$ cat src/rtl/imm_pkg.sv
// Shared types and constants for the pipelined immediate generator.
// Contents: immediate format enum, in_sel override codes, RV opcode values.
package imm_pkg;

  localparam int unsigned INSTR_W = 32;
  localparam int unsigned SEL_W   = 3;
  localparam int unsigned OPC_W   = 7;

  // Immediate format; the numeric codes of I..SHAMT match the in_sel override codes.
  typedef enum logic [2:0] {
    FMT_NONE  = 3'd0,
    FMT_I     = 3'd1,
    FMT_S     = 3'd2,
    FMT_B     = 3'd3,
    FMT_U     = 3'd4,
    FMT_J     = 3'd5,
    FMT_SHAMT = 3'd6
  } imm_fmt_e;

  localparam logic [SEL_W-1:0] SEL_AUTO  = 3'd0;
  localparam logic [SEL_W-1:0] SEL_I     = 3'd1;
  localparam logic [SEL_W-1:0] SEL_S     = 3'd2;
  localparam logic [SEL_W-1:0] SEL_B     = 3'd3;
  localparam logic [SEL_W-1:0] SEL_U     = 3'd4;
  localparam logic [SEL_W-1:0] SEL_J     = 3'd5;
  localparam logic [SEL_W-1:0] SEL_SHAMT = 3'd6;
  localparam logic [SEL_W-1:0] SEL_RSVD  = 3'd7;

  localparam logic [OPC_W-1:0] OPC_OP_IMM    = 7'b0010011;
  localparam logic [OPC_W-1:0] OPC_LOAD      = 7'b0000011;
  localparam logic [OPC_W-1:0] OPC_JALR      = 7'b1100111;
  localparam logic [OPC_W-1:0] OPC_OP_IMM_32 = 7'b0011011;
  localparam logic [OPC_W-1:0] OPC_STORE     = 7'b0100011;
  localparam logic [OPC_W-1:0] OPC_BRANCH    = 7'b1100011;
  localparam logic [OPC_W-1:0] OPC_LUI       = 7'b0110111;
  localparam logic [OPC_W-1:0] OPC_AUIPC     = 7'b0010111;
  localparam logic [OPC_W-1:0] OPC_JAL       = 7'b1101111;

  // funct3 values of the OP-IMM shift-immediate instructions
  localparam logic [2:0] F3_SLLI = 3'b001;
  localparam logic [2:0] F3_SRXI = 3'b101;

endpackage

$ cat src/rtl/imm_decode.sv
// Combinational immediate-format resolver.
// Ports: opcode/funct3 of the instruction, sel override code in; fmt_c resolved format out.
module imm_decode
  import imm_pkg::*;
(
  input  logic [OPC_W-1:0] opcode,
  input  logic [2:0]       funct3,
  input  logic [SEL_W-1:0] sel,
  output imm_fmt_e         fmt_c
);

  imm_fmt_e auto_fmt;

  // Opcode-driven format for AUTO selection
  always_comb begin
    auto_fmt = FMT_NONE;
    case (opcode)
      OPC_OP_IMM:    auto_fmt = (funct3 == F3_SLLI || funct3 == F3_SRXI) ? FMT_SHAMT : FMT_I;
      OPC_LOAD,
      OPC_JALR,
      OPC_OP_IMM_32: auto_fmt = FMT_I;
      OPC_STORE:     auto_fmt = FMT_S;
      OPC_BRANCH:    auto_fmt = FMT_B;
      OPC_LUI,
      OPC_AUIPC:     auto_fmt = FMT_U;
      OPC_JAL:       auto_fmt = FMT_J;
      default:       auto_fmt = FMT_NONE;
    endcase
  end

  // Forced formats override the opcode; the reserved code yields no format
  always_comb begin
    fmt_c = FMT_NONE;
    case (sel)
      SEL_AUTO:  fmt_c = auto_fmt;
      SEL_I:     fmt_c = FMT_I;
      SEL_S:     fmt_c = FMT_S;
      SEL_B:     fmt_c = FMT_B;
      SEL_U:     fmt_c = FMT_U;
      SEL_J:     fmt_c = FMT_J;
      SEL_SHAMT: fmt_c = FMT_SHAMT;
      default:   fmt_c = FMT_NONE;
    endcase
  end

endmodule

$ cat src/rtl/imm_gen_pipe.sv
// Two-stage pipelined immediate generator with valid/ready handshake and flush.
// Ports: clk, reset_n (async active-low), flush;
//        in_valid/in_ready/in_instr/in_sel  - instruction beat in;
//        out_valid/out_ready/out_imm/out_fmt/out_illegal - extended immediate out.
// in_ready is combinational from out_ready and flush.
module imm_gen_pipe
  import imm_pkg::*;
#(
  parameter int unsigned XLEN = 64
) (
  input  logic               clk,
  input  logic               reset_n,
  input  logic               flush,
  input  logic               in_valid,
  output logic               in_ready,
  input  logic [INSTR_W-1:0] in_instr,
  input  logic [SEL_W-1:0]   in_sel,
  output logic               out_valid,
  input  logic               out_ready,
  output logic [XLEN-1:0]    out_imm,
  output logic [2:0]         out_fmt,
  output logic               out_illegal
);

  // Stage 1 keeps only bits 31:7; the opcode is consumed by the decoder at accept time.
  logic        s1_valid;
  logic [31:7] s1_instr;
  imm_fmt_e    s1_fmt;

  imm_fmt_e    dec_fmt_c;
  logic        s2_take;
  logic        s1_advance;
  logic        accept;
  logic [63:0] imm64;
  logic [XLEN-1:0] ext_imm;

  imm_decode u_decode (
    .opcode (in_instr[6:0]),
    .funct3 (in_instr[14:12]),
    .sel    (in_sel),
    .fmt_c  (dec_fmt_c)
  );

  // Handshake: a stage moves when the one downstream is empty or draining
  assign s2_take    = !out_valid || out_ready;
  assign s1_advance = s1_valid && s2_take;
  assign in_ready   = !flush && (!s1_valid || s1_advance);
  assign accept     = in_valid && in_ready;

  // Extension computed at 64 bits, then narrowed to XLEN (sign already replicated)
  always_comb begin
    imm64 = '0;
    case (s1_fmt)
      FMT_I:     imm64 = {{52{s1_instr[31]}}, s1_instr[31:20]};
      FMT_S:     imm64 = {{52{s1_instr[31]}}, s1_instr[31:25], s1_instr[11:7]};
      FMT_B:     imm64 = {{51{s1_instr[31]}}, s1_instr[31], s1_instr[7],
                          s1_instr[30:25], s1_instr[11:8], 1'b0};
      FMT_U:     imm64 = {{32{s1_instr[31]}}, s1_instr[31:12], 12'b0};
      FMT_J:     imm64 = {{43{s1_instr[31]}}, s1_instr[31], s1_instr[19:12],
                          s1_instr[20], s1_instr[30:21], 1'b0};
      FMT_SHAMT: imm64 = (XLEN == 64) ? {58'b0, s1_instr[25:20]} : {59'b0, s1_instr[24:20]};
      default:   imm64 = '0;
    endcase
  end

  assign ext_imm = XLEN'(imm64);

  // Stage 1: instruction bits and resolved format
  always_ff @(posedge clk or negedge reset_n) begin
    if (!reset_n) begin
      s1_valid <= 1'b0;
      s1_instr <= '0;
      s1_fmt   <= FMT_NONE;
    end else if (flush) begin
      s1_valid <= 1'b0;
    end else begin
      s1_valid <= accept || (s1_valid && !s1_advance);
      if (accept) begin
        s1_instr <= in_instr[31:7];
        s1_fmt   <= dec_fmt_c;
      end
    end
  end

  // Stage 2: output register, held while stalled
  always_ff @(posedge clk or negedge reset_n) begin
    if (!reset_n) begin
      out_valid   <= 1'b0;
      out_imm     <= '0;
      out_fmt     <= FMT_NONE;
      out_illegal <= 1'b0;
    end else if (flush) begin
      out_valid <= 1'b0;
    end else if (s2_take) begin
      out_valid <= s1_valid;
      if (s1_valid) begin
        out_imm     <= ext_imm;
        out_fmt     <= s1_fmt;
        out_illegal <= (s1_fmt == FMT_NONE);
      end
    end
  end

endmodule

$ cat config.mk
export PLATFORM = sky130hd
export DESIGN_NAME = imm_gen_pipe
export DESIGN_NICKNAME = d
export VERILOG_FILES = /design/src/rtl/imm_pkg.sv /design/src/rtl/imm_decode.sv /design/src/rtl/imm_gen_pipe.sv
export SDC_FILE = /design/constraint.sdc
export NUM_CORES = 1
export LEC_CHECK = 0
export CAP_MARGIN = 20
export CORE_MARGIN = 2
export CORE_UTILIZATION = 49
export DETAILED_ROUTE_END_ITERATION = 10
export GPL_ROUTABILITY_DRIVEN = 0
export PLACE_DENSITY = 0.88
export REMOVE_ABC_BUFFERS = 1
export SYNTH_ARGS = -nofsm -noshare
export SYNTH_HDL_FRONTEND = slang
export SYNTH_SLANG_ARGS = --single-unit
$ cat constraint.sdc
create_clock -name clk -period 3.5 [get_ports clk]
set_input_delay 0.875 -clock clk [delete_from_list [all_inputs] [get_ports clk]]
set_output_delay 0.875 -clock clk [all_outputs]
set_load 0.05 [all_outputs]
# ---- Word level (Yosys, flattened, before mapping)
# Index checks and enable logic that the tools add are counted.
dict set report op_classes {
  eq_ne 23
  reduce_logical 19
  bitwise_logic 1
  mux 7
}
# cell n
set op_table {}
lappend op_table {{$pmux 64 s6} 1}
lappend op_table {{$eq 3x3->1 const B} 7}
lappend op_table {{$eq 7x5->1 const B} 3}
lappend op_table {{$eq 7x7->1 const B} 3}
lappend op_table {{$pmux 3 s7} 1}
lappend op_table {{$pmux 3 s6} 1}
lappend op_table {{$eq 7x6->1 const B} 2}
lappend op_table {{$eq 3x2->1 const B} 4}
lappend op_table {{$eq 3x1->1 const B} 3}
lappend op_table {{$eq 7x2->1 const B} 1}
lappend op_table {{$logic_not 3->1} 2}
lappend op_table {{$logic_and 1x1->1} 4}
lappend op_table {{$logic_not 1->1} 4}
lappend op_table {{$logic_or 1x1->1} 4}
lappend op_table {{$mux 1} 3}
lappend op_table {{$mux 3} 1}
lappend op_table {{$reduce_and 3->1} 1}
lappend op_table {{$reduce_or 3->1} 1}
lappend op_table {{$reduce_and 2->1} 1}
lappend op_table {{$reduce_bool 2->1} 1}
lappend op_table {{$reduce_or 2->1} 1}
lappend op_table {{$not 1->1} 1}
dict set report totals {
  register_bits 98
  elab_cells 57
  input_bits 40
  out_inout_bits 70
}

# ---- Longest topological paths before layout
# Gate-level depths: netlist (run 1).
dict set report depth {
  word_depth 8
  mapped_depth 8
  ltp_nobuf 5
}

# ---- Modules after synthesis
# A second synthesis (run 1) with hierarchy kept.
dict set report hier_totals {
  hier_cells 303
  area_unflattened_um2 3325.7
}
# module seq_area_each_um2 cells_per_inst area_per_inst_um2 instances
set by_module_without_submodules {}
lappend by_module_without_submodules {imm_gen_pipe 1651.6 273 3105.5 1}
lappend by_module_without_submodules {imm_decode 0.0 30 220.2 1}

# ---- Worst setup path after synthesis (run 1)
# No wires, ideal clock.
dict set report synth_path {
  kind {register to output}
  startpoint {register, netlist name out_imm[62]}
  endpoint {output port out_imm[32]}
  n_path_buf 1
  arrival_ns 1.432
  t_required_ns 2.625
  stages_incl_launch_ff 2
  path_slack_ns 1.193
  path_cell_list {dfrtp_1 > buf_4}
}
# item line
set synth_rtl {}
lappend synth_rtl {{end: declaration} imm_gen_pipe.sv:20} ;# output logic [XLEN-1:0] out_imm,

==> impl_metrics.yaml, run 1 <==
finish:
  stdcell_count: 457
  fill_cells: 501
  multiInputGateArea_mm2: 0.00115
  design_area_mm2: 0.00420
  final_nets: 415
  area_growth_pct: 33.1
  drive_gt1_frac: 0.139
  finalCoreUtilization: 0.669
  layout_common_cells: "clkdlybuf4s50_1 (107), dfrtp_1 (66), nand2_1 (40), mux2_2 (27), a21oi_1 (24)"
  seqCellArea_mm2: 0.00165
  antenna_cells: 0
  mostFrequentLayoutCell: "clkdlybuf4s50_1"
die:
  initial_core_util: 0.502
  rows: 29
  coreArea_mm2: 0.00628
  io_pins: 110
  die-width_um: 84.2
  die_y_um: 84.2
  die_area_mm2: 0.00709
yosys:
  synthCells: 301
  synth.distinct_cells: 37
  yosysSeqAreaShare: 0.524
  synth-seq-cells: 66
  async_flop_share: 1.00
  synth_edf_count: 0
  ys.flop_type: "dfrtp_1"
  avgSynthCellArea_um2: 10.5
  syn_area_mm2: 0.00315
  synth_warnings: 0
global_routing:
  overflow: 0
  grt_first_pass_wirelength_um: 11500
  antenna_found_initial: 0
  grt_pass1_vias: 2316
  grt_usage: 0.207
  grt_max_degree: 67
setup_path:
  critical_path_buf_inv_count: 1
  worstSetupPathType: "reg -> out"
  cpLargestDelayFamily: "buffers and inverters"
  start_kind: "register"
  required_ns: 2.62
  crit_path_start: "out_imm[62]"
  cp_num_cells: 1
  r2r_start: "s1_fmt[1]"
  crit_end: "out_imm[57]"
  crit_slowest_cell: "clkdlybuf4s50_1"
  crit_arrival_ns: 2.21
  slowest_delay_ns: 0.97
  rrSetupSlack_ns: 1.24
  critPathCaptureType: "primary output"
  cp_max_fo: 34
  worstRegToRegCells: 5
  crit_chain: "clkdlybuf4s50_1"
  rr_endpoint: "out_imm[20]"
power:
  p_int_mw: 1.67
  switching_share: 0.447
  total_power_mw: 3.01
  p_seq_frac: 0.345
  power_frac_clock: 0.184
  worst_ir_drop_vdd_mv: 0.428
  p_per_area_mw_per_mm2: 718
  power.switching_mw: 1.35
  power.leakage_nw: 1.75
  comb_power_share: 0.470
clocking:
  cts.path.max_buffers: 2
  cts_sinks: 66
  tritoncts: "yes"
  cts_buffers: 9
  post_cts_buffers: 0
  ctsHoldBuffers: 0
  clk_latency_ns: 0.33
  clk_pin_slew_worst_paths_ns: 0.07
  cts-root-buf: "clkbuf_8"
  cts_max_level: 3
  post_cts_resized: 0
status:
  outcome: "finished, final reports clean"
sta:
  relSlewSlack: 0.431
  skew_ns: 0.0109
  fin_crit_ns: 3.08
  holdWs_ns: 0.484
  hold_viol: 0
  post-route-period-util: 0.880
  fmax_ghz: 0.325
  worstMarginPinSlew_ns: 0.854
  rsz0062_at_grt: "false"
  report.final.slew_viol_count: 0
  fin_ws_ns: 0.419
  setup_tns_ns: 0
  setup_violations: 0
placed_design:
  dpl.hpwl_um: 4990
  dp.cells: 441
  io_buffers: 109
  dpl_worst_slack_ns: 0.741
  placed_cell_area_mm2: 0.00403
routing:
  vias: 2443
  wire_per_inst_um: 15.5
  drt-vias-per-instance: 5.35
  drc: 0
  drtPass1Iterations: 4
  wirelength_um: 7090
  drt_iter0_drc: 156
  antenna_left: 0
min_path:
  hold_class: "reg -> reg"
  hp-start: "out_fmt[2]"
flow_run:
  drv_cap: 0
==> Yosys cell counts (5+ instances only) <==
master,instances,share of area
a22oi_1,5,0.012
buf_4,34,0.081
o21ai_0,12,0.019
nand2_1,40,0.048
nor2_1,8,0.0095
a21oi_1,24,0.038
a22o_1,9,0.025
o21ai_1,20,0.032
dfrtp_1,66,0.52
mux2_2,27,0.096
buf_2,14,0.022
==> metal layers <==
metal | vias up | GRT usage | routed length, µm
li1 | 1169 | - | -
met1 | 1207 | 0.264 | 2950
met2 | 60 | 0.348 | 3740
met3 | 7 | 0.0462 | 292
met4 | 0 | 0.0748 | 100
met5 | - | 0 | 0
==> tightest hold or removal path, cell delays in order, from the launching register on <==
cell,delay [ns]
dfrtp_1,0.34
nand2_1,0.05
o21ai_0,0.06
==> logic make-up (layout without fill, tap and decap cells) <==
family	count (synthesis)	count (layout)	share of synthesized area
buffers and inverters	54	133	0.113
muxes	28	28	0.0996
AOI/OAI and AO/OA	83	83	0.159
and+or+nand+nor	70	70	0.105
DFF	66	66	0.524
==> registers in the layout, indices dropped and copies added (netlist names) <==
register and flops:
out_fmt 3, out_imm 32, s1_instr 25, out_valid 1, s1_valid 1, s1_fmt 3, out_illegal 1
==> power by group through the flow <==
stage / Clock [mW] / Sequential [mW] / Combinational, mW
detailed placement: 0 / 1.06 / 1.43
global route: 0.607 / 1.07 / 1.48
CTS: 0.568 / 1.04 / 1.43
floorplan: 0 / 1.60 / 0.228
global placement: 0 / 1.04 / 1.40
finish: 0.555 / 1.04 / 1.42
==> layout make-up <==
class                   instances  area share
repair buffers                114       0.267
clock buffers                  11      0.0337
well taps                      77      0.0230
clock inverters                 5     0.00715
inverters                       3     0.00268
multi-input cells             181       0.273
flip-flops and latches         66       0.393
==> worst min-delay path by stage <==
stage | endpoint | slack, ns | cells after the start
CTS | s1_instr[12] | 0.49 | 2
global placement | s1_instr[12] | 0.46 | 2
floorplan | s1_instr[12] | 0.45 | 2
global route | s1_instr[18] | 0.52 | 1
detailed placement | out_fmt[2] | 0.47 | 2
finish | out_fmt[2] | 0.48 | 2
(Power assumes the default switching activity.)
==> run 2: changes to the inputs <==
- CORE_UTILIZATION: 49 -> 45
- PLACE_DENSITY: 0.88 -> 0.82
==> run 2 against run 1 <==
  * First-iteration DRC count up 12%
  * Sequential cell count unchanged
  * Critical endpoint is now out_imm[49]
  * Worst hold slack better by 0.00071 ns
  * Critical path type unchanged
  * Count of clock-buffer cells in the layout down 1
  * Global-route usage down 2.0 points
  * Die area up 8.5%
  * Core utilization down 3.5 points
  * Combinational power about the same
  * Critical path depth unchanged
  * Wire length down 3.7%
==> impl_metrics.yaml, run 2 (same netlist as run 1, synthesis figures left out) <==
status:
  outcome: "finished, final reports clean"
finish:
  seqCellArea_mm2: 0.00165
  antenna_cells: 0
  drive_gt1_frac: 0.144
  final_nets: 416
  fill_cells: 554
  layout_common_cells: "clkdlybuf4s50_1 (107), dfrtp_1 (66), nand2_1 (40), mux2_2 (27), a21oi_1 (24)"
  mostFrequentLayoutCell: "clkdlybuf4s50_1"
  top_regs: "out_imm: 32 flops, s1_instr: 25 flops"
  finalCoreUtilization: 0.633
  largest_reg_flops: 32
  multiInputGateArea_mm2: 0.00115
  area_growth_pct: 36.5
  top_register: "out_imm"
routing:
  wirelength_um: 6820
  highest_layer: "met4"
  met1Wirelength_um: 2910
  antenna_left: 0
  wire_per_inst_um: 14.3
  vias: 2421
  route.met3.wl_um: 378
  drtPass1Iterations: 4
  drc: 0
  drt-vias-per-instance: 5.08
  drt_iter0_drc: 174
  routed-wl-met2_um: 3470
setup_path:
  critPathCaptureType: "primary output"
  required_ns: 2.62
  critical_path_buf_inv_count: 1
  start_kind: "register"
  crit_slowest_cell: "clkdlybuf4s50_1"
  crit_chain: "clkdlybuf4s50_1"
  cpLargestDelayFamily: "buffers and inverters"
  slowest_delay_ns: 0.96
  worstSetupPathType: "reg -> out"
  cp_max_fo: 34
  crit_arrival_ns: 2.19
power:
  p_per_area_mw_per_mm2: 741
  p_int_mw: 1.83
  worst_ir_drop_vdd_mv: 0.338
  power.leakage_nw: 1.79
  p_seq_frac: 0.325
  comb_power_share: 0.445
  switching_share: 0.428
  total_power_mw: 3.19
  power_frac_clock: 0.230
  power.switching_mw: 1.36
clocking:
  cts_buffers: 9
  post_cts_buffers: 0
  post_cts_resized: 0
  cts.path.max_buffers: 2
  cts_max_level: 3
  ctsHoldBuffers: 0
  clk_pin_slew_worst_paths_ns: 0.07
  cts_sinks: 66
  tritoncts: "yes"
  clk_latency_ns: 0.34
  cts-root-buf: "clkbuf_8"
sta:
  worstMarginPinSlew_ns: 0.846
  setup_tns_ns: 0
  setup_violations: 0
  rsz0062_at_grt: "false"
  fmax_ghz: 0.327
  report.final.slew_viol_count: 0
  relSlewSlack: 0.435
  hold_viol: 0
  post-route-period-util: 0.875
  fin_crit_ns: 3.06
  skew_ns: 0.00971
global_routing:
  overflow: 0
  antenna_found_initial: 0
  grt_max_degree: 67
  grt_first_pass_wirelength_um: 11000
  grt_usage: 0.187
  grt_pass1_vias: 2269
flow_run:
  drv_cap: 0
placed_design:
  io_buffers: 109
  dpl.hpwl_um: 4800
die:
  initial_core_util: 0.464
  die-width_um: 87.7
  coreArea_mm2: 0.00679
  die_area_mm2: 0.00769
  io_pins: 110
  die_y_um: 87.7
  rows: 30
min_path:
  hold_class: "reg -> reg"
## run 2: cell count changes in the layout (fill, tap and decap cells not counted), sizes merged
cell,previous run,this run
bufinv,0,2
clkinvlp,2,0
buf,7,8
clkbuf,11,10
clkinv,3,1
inv,3,6
## run 2: power groups by stage
stage | Clock, mW | Sequential [mW] | Combinational (mW)
final | 0.734 | 1.04 | 1.42
after global routing | 0.783 | 1.06 | 1.49
after CTS | 0.749 | 1.04 | 1.43
after detailed placement | 0 | 1.05 | 1.43
after global placement | 0 | 1.04 | 1.41
after floorplan | 0 | 1.60 | 0.228
## run 2: area by class of cell
| class | instances | area share |
|---|---|---|
| Inverter | 3 | 0.00262 |
| Timing Repair Buffer | 115 | 0.265 |
| Multi-Input combinational cell | 181 | 0.266 |
| Clock buffer | 10 | 0.0320 |
| Sequential cell | 66 | 0.384 |
| Clock inverter | 6 | 0.0221 |
| Tap cell | 96 | 0.0279 |
## run 2: final timing paths
check	start	end	slack (ns)	cells past startpoint
worst max-delay path	out_imm[62]	out_imm[49]	0.44	1
worst min-delay path	out_imm[5]	out_imm[5]	0.48	2
worst max register to register	s1_fmt[1]	out_imm[23]	1.22	5
worst min register to register	out_imm[5]	out_imm[5]	0.48	2
max in group asynchronous	reset_n	s1_instr[31]	2.68	2
min in group asynchronous	reset_n	out_imm[25]	0.54	2
## run 2: per-layer routing
metal  GRT usage  vias to the layer above
li1            -                     1177
met1       0.229                     1171
met2       0.315                       66
met3      0.0669                        7
met4      0.0476                        0
met5           0                        -
## run 2: per-stage QoR
stage                     hold WS, ns  area (µm²)  setup WS, ns  instances
final                           0.484        4300         0.437        477
after global routing            0.519        4300         0.273        477
after CTS                       0.490        4300         0.384        477
after detailed placement        0.473        4070         0.673        461
after global placement          0.466        4070         0.704        461
after floorplan                 0.450        2810         -7.50        250
==> run 3: changes to the inputs <==
- ABC_CLOCK_PERIOD_IN_PS: not set -> 3100
- CAP_MARGIN: 20 -> 25
- clock period: 3.5 -> 3.1 ns (I/O delays scaled with it)
==> run 3 against run 2 <==
  * Setup slack better by 0.039 ns
  * Non-clock buffer count grew 1
  * Count of clock-buffer cells in the layout increased by 1
  * Wire length is 6.4% higher
  * Critical path type unchanged
  * Critical endpoint is now out_imm[50]
  * Largest power group unchanged
==> impl_metrics.yaml, run 3 (same netlist as run 1, synthesis figures left out) <==
sta:
  rsz0062_at_grt: "false"
  hold_viol: 0
  worstMarginPinSlew_ns: 0.849
  fin_crit_ns: 2.62
  post-route-period-util: 0.846
  relSlewSlack: 0.433
  report.final.slew_viol_count: 0
  fin_ws_ns: 0.476
  setup_violations: 0
  skew_ns: 0.00785
  fmax_ghz: 0.381
  setup_tns_ns: 0
finish:
  mostFrequentLayoutCell: "clkdlybuf4s50_1"
  stdcell_count: 478
  design_area_mm2: 0.00427
  top_regs: "out_imm: 32 flops, s1_instr: 25 flops"
  antenna_cells: 0
  final_nets: 417
  area_growth_pct: 35.6
  largest_reg_flops: 32
  finalCoreUtilization: 0.629
  layout_common_cells: "clkdlybuf4s50_1 (107), dfrtp_1 (66), nand2_1 (40), mux2_2 (27), a21oi_1 (24)"
  drive_gt1_frac: 0.144
  top_register: "out_imm"
clocking:
  ctsHoldBuffers: 0
  clk_latency_ns: 0.34
  tritoncts: "yes"
  cts_sinks: 66
  cts.path.max_buffers: 2
  post_cts_resized: 0
  cts-root-buf: "clkbuf_8"
  post_cts_buffers: 0
  cts_buffers: 9
  clk_pin_slew_worst_paths_ns: 0.07
  cts_max_level: 3
setup_path:
  start_kind: "register"
  cp_max_fo: 33
  critPathCaptureType: "primary output"
  slowest_delay_ns: 0.88
  worstSetupPathType: "reg -> out"
  crit_chain: "buf_4 > clkdlybuf4s50_1"
  required_ns: 2.32
  crit_arrival_ns: 1.85
  crit_slowest_cell: "clkdlybuf4s50_1"
power:
  switching_share: 0.448
  power_frac_clock: 0.184
  p_int_mw: 1.89
  p_seq_frac: 0.337
  power.leakage_nw: 1.78
  p_per_area_mw_per_mm2: 803
  power.switching_mw: 1.54
  worst_ir_drop_vdd_mv: 0.320
  comb_power_share: 0.480
global_routing:
  antenna_found_initial: 0
  grt_first_pass_wirelength_um: 11700
  overflow: 0
  grt_usage: 0.200
  grt_pass1_vias: 2411
  grt_max_degree: 38
die:
  rows: 30
  initial_core_util: 0.464
  die_y_um: 87.7
  die-width_um: 87.7
  die_area_mm2: 0.00769
  coreArea_mm2: 0.00679
  io_pins: 110
routing:
  drt_iter0_drc: 232
  drt-vias-per-instance: 5.20
  vias: 2487
  wirelength_um: 7260
  drc: 0
  drtPass1Iterations: 5
  wire_per_inst_um: 15.2
  antenna_left: 0
placed_design:
  io_buffers: 109
  dpl.hpwl_um: 5150
  dpl_worst_slack_ns: 0.507
  dp.cells: 462
  placed_cell_area_mm2: 0.00410
flow_run:
  drv_cap: 0
status:
  outcome: "finished, final reports clean"
min_path:
  hold_class: "in -> async"
-- run 3: final timing paths --
check,depth (start not counted),end,start,slack [ns]
worst max-delay path,2,out_imm[50],out_imm[62],0.48
worst min-delay path,1,s1_instr[25],reset_n,0.47
worst max register to register,5,out_imm[30],s1_fmt[0],0.82
worst min register to register,2,out_imm[62],out_imm[62],0.49
max in group asynchronous,2,out_imm[3],reset_n,2.00
min in group clk,2,out_imm[62],out_imm[62],0.49
-- run 3: power groups by stage --
stage                     combinational (mW)  clock, mW  sequential [mW]
after floorplan                        0.257          0             1.77
after global placement                  1.62          0             1.16
after detailed placement                1.65          0             1.17
after CTS                               1.66      0.642             1.15
after global routing                    1.72      0.686             1.18
final                                   1.65      0.630             1.16
-- run 3: layout make-up --
| type | instances | area (µm²) |
|---|---|---|
| clock inverter | 5 | 30.0 |
| fill | 547 | 2520 |
| multi-input combinational | 181 | 1150 |
| sequential | 66 | 1650 |
| timing repair buffer | 116 | 1170 |
| inverter | 3 | 11.3 |
| tap | 96 | 120 |
| clock buffer | 11 | 141 |
-- run 3: critical path: cells and delay by family, from the launching register on --
family   cells  cell delay, ns
flops        1            0.35
buf+inv      2            1.16
-- run 3: per-layer routing --
metal  routed length (µm)  vias to the layer above  track usage
met5                    0                        -            0
li1                     -                     1175            -
met3                  358                        6       0.0462
met1                 3100                     1225        0.252
met2                 3740                       81        0.336
met4                   66                        0       0.0727
-- run 3: per-stage QoR --
step,hold slack (ns),power (mW)
6_report,0.472,3.43
2_1_floorplan,0.450,2.03
5_1_grt,0.508,3.59
3_5_place_dp,0.474,2.82
3_3_place_gp,0.465,2.79
4_1_cts,0.482,3.45
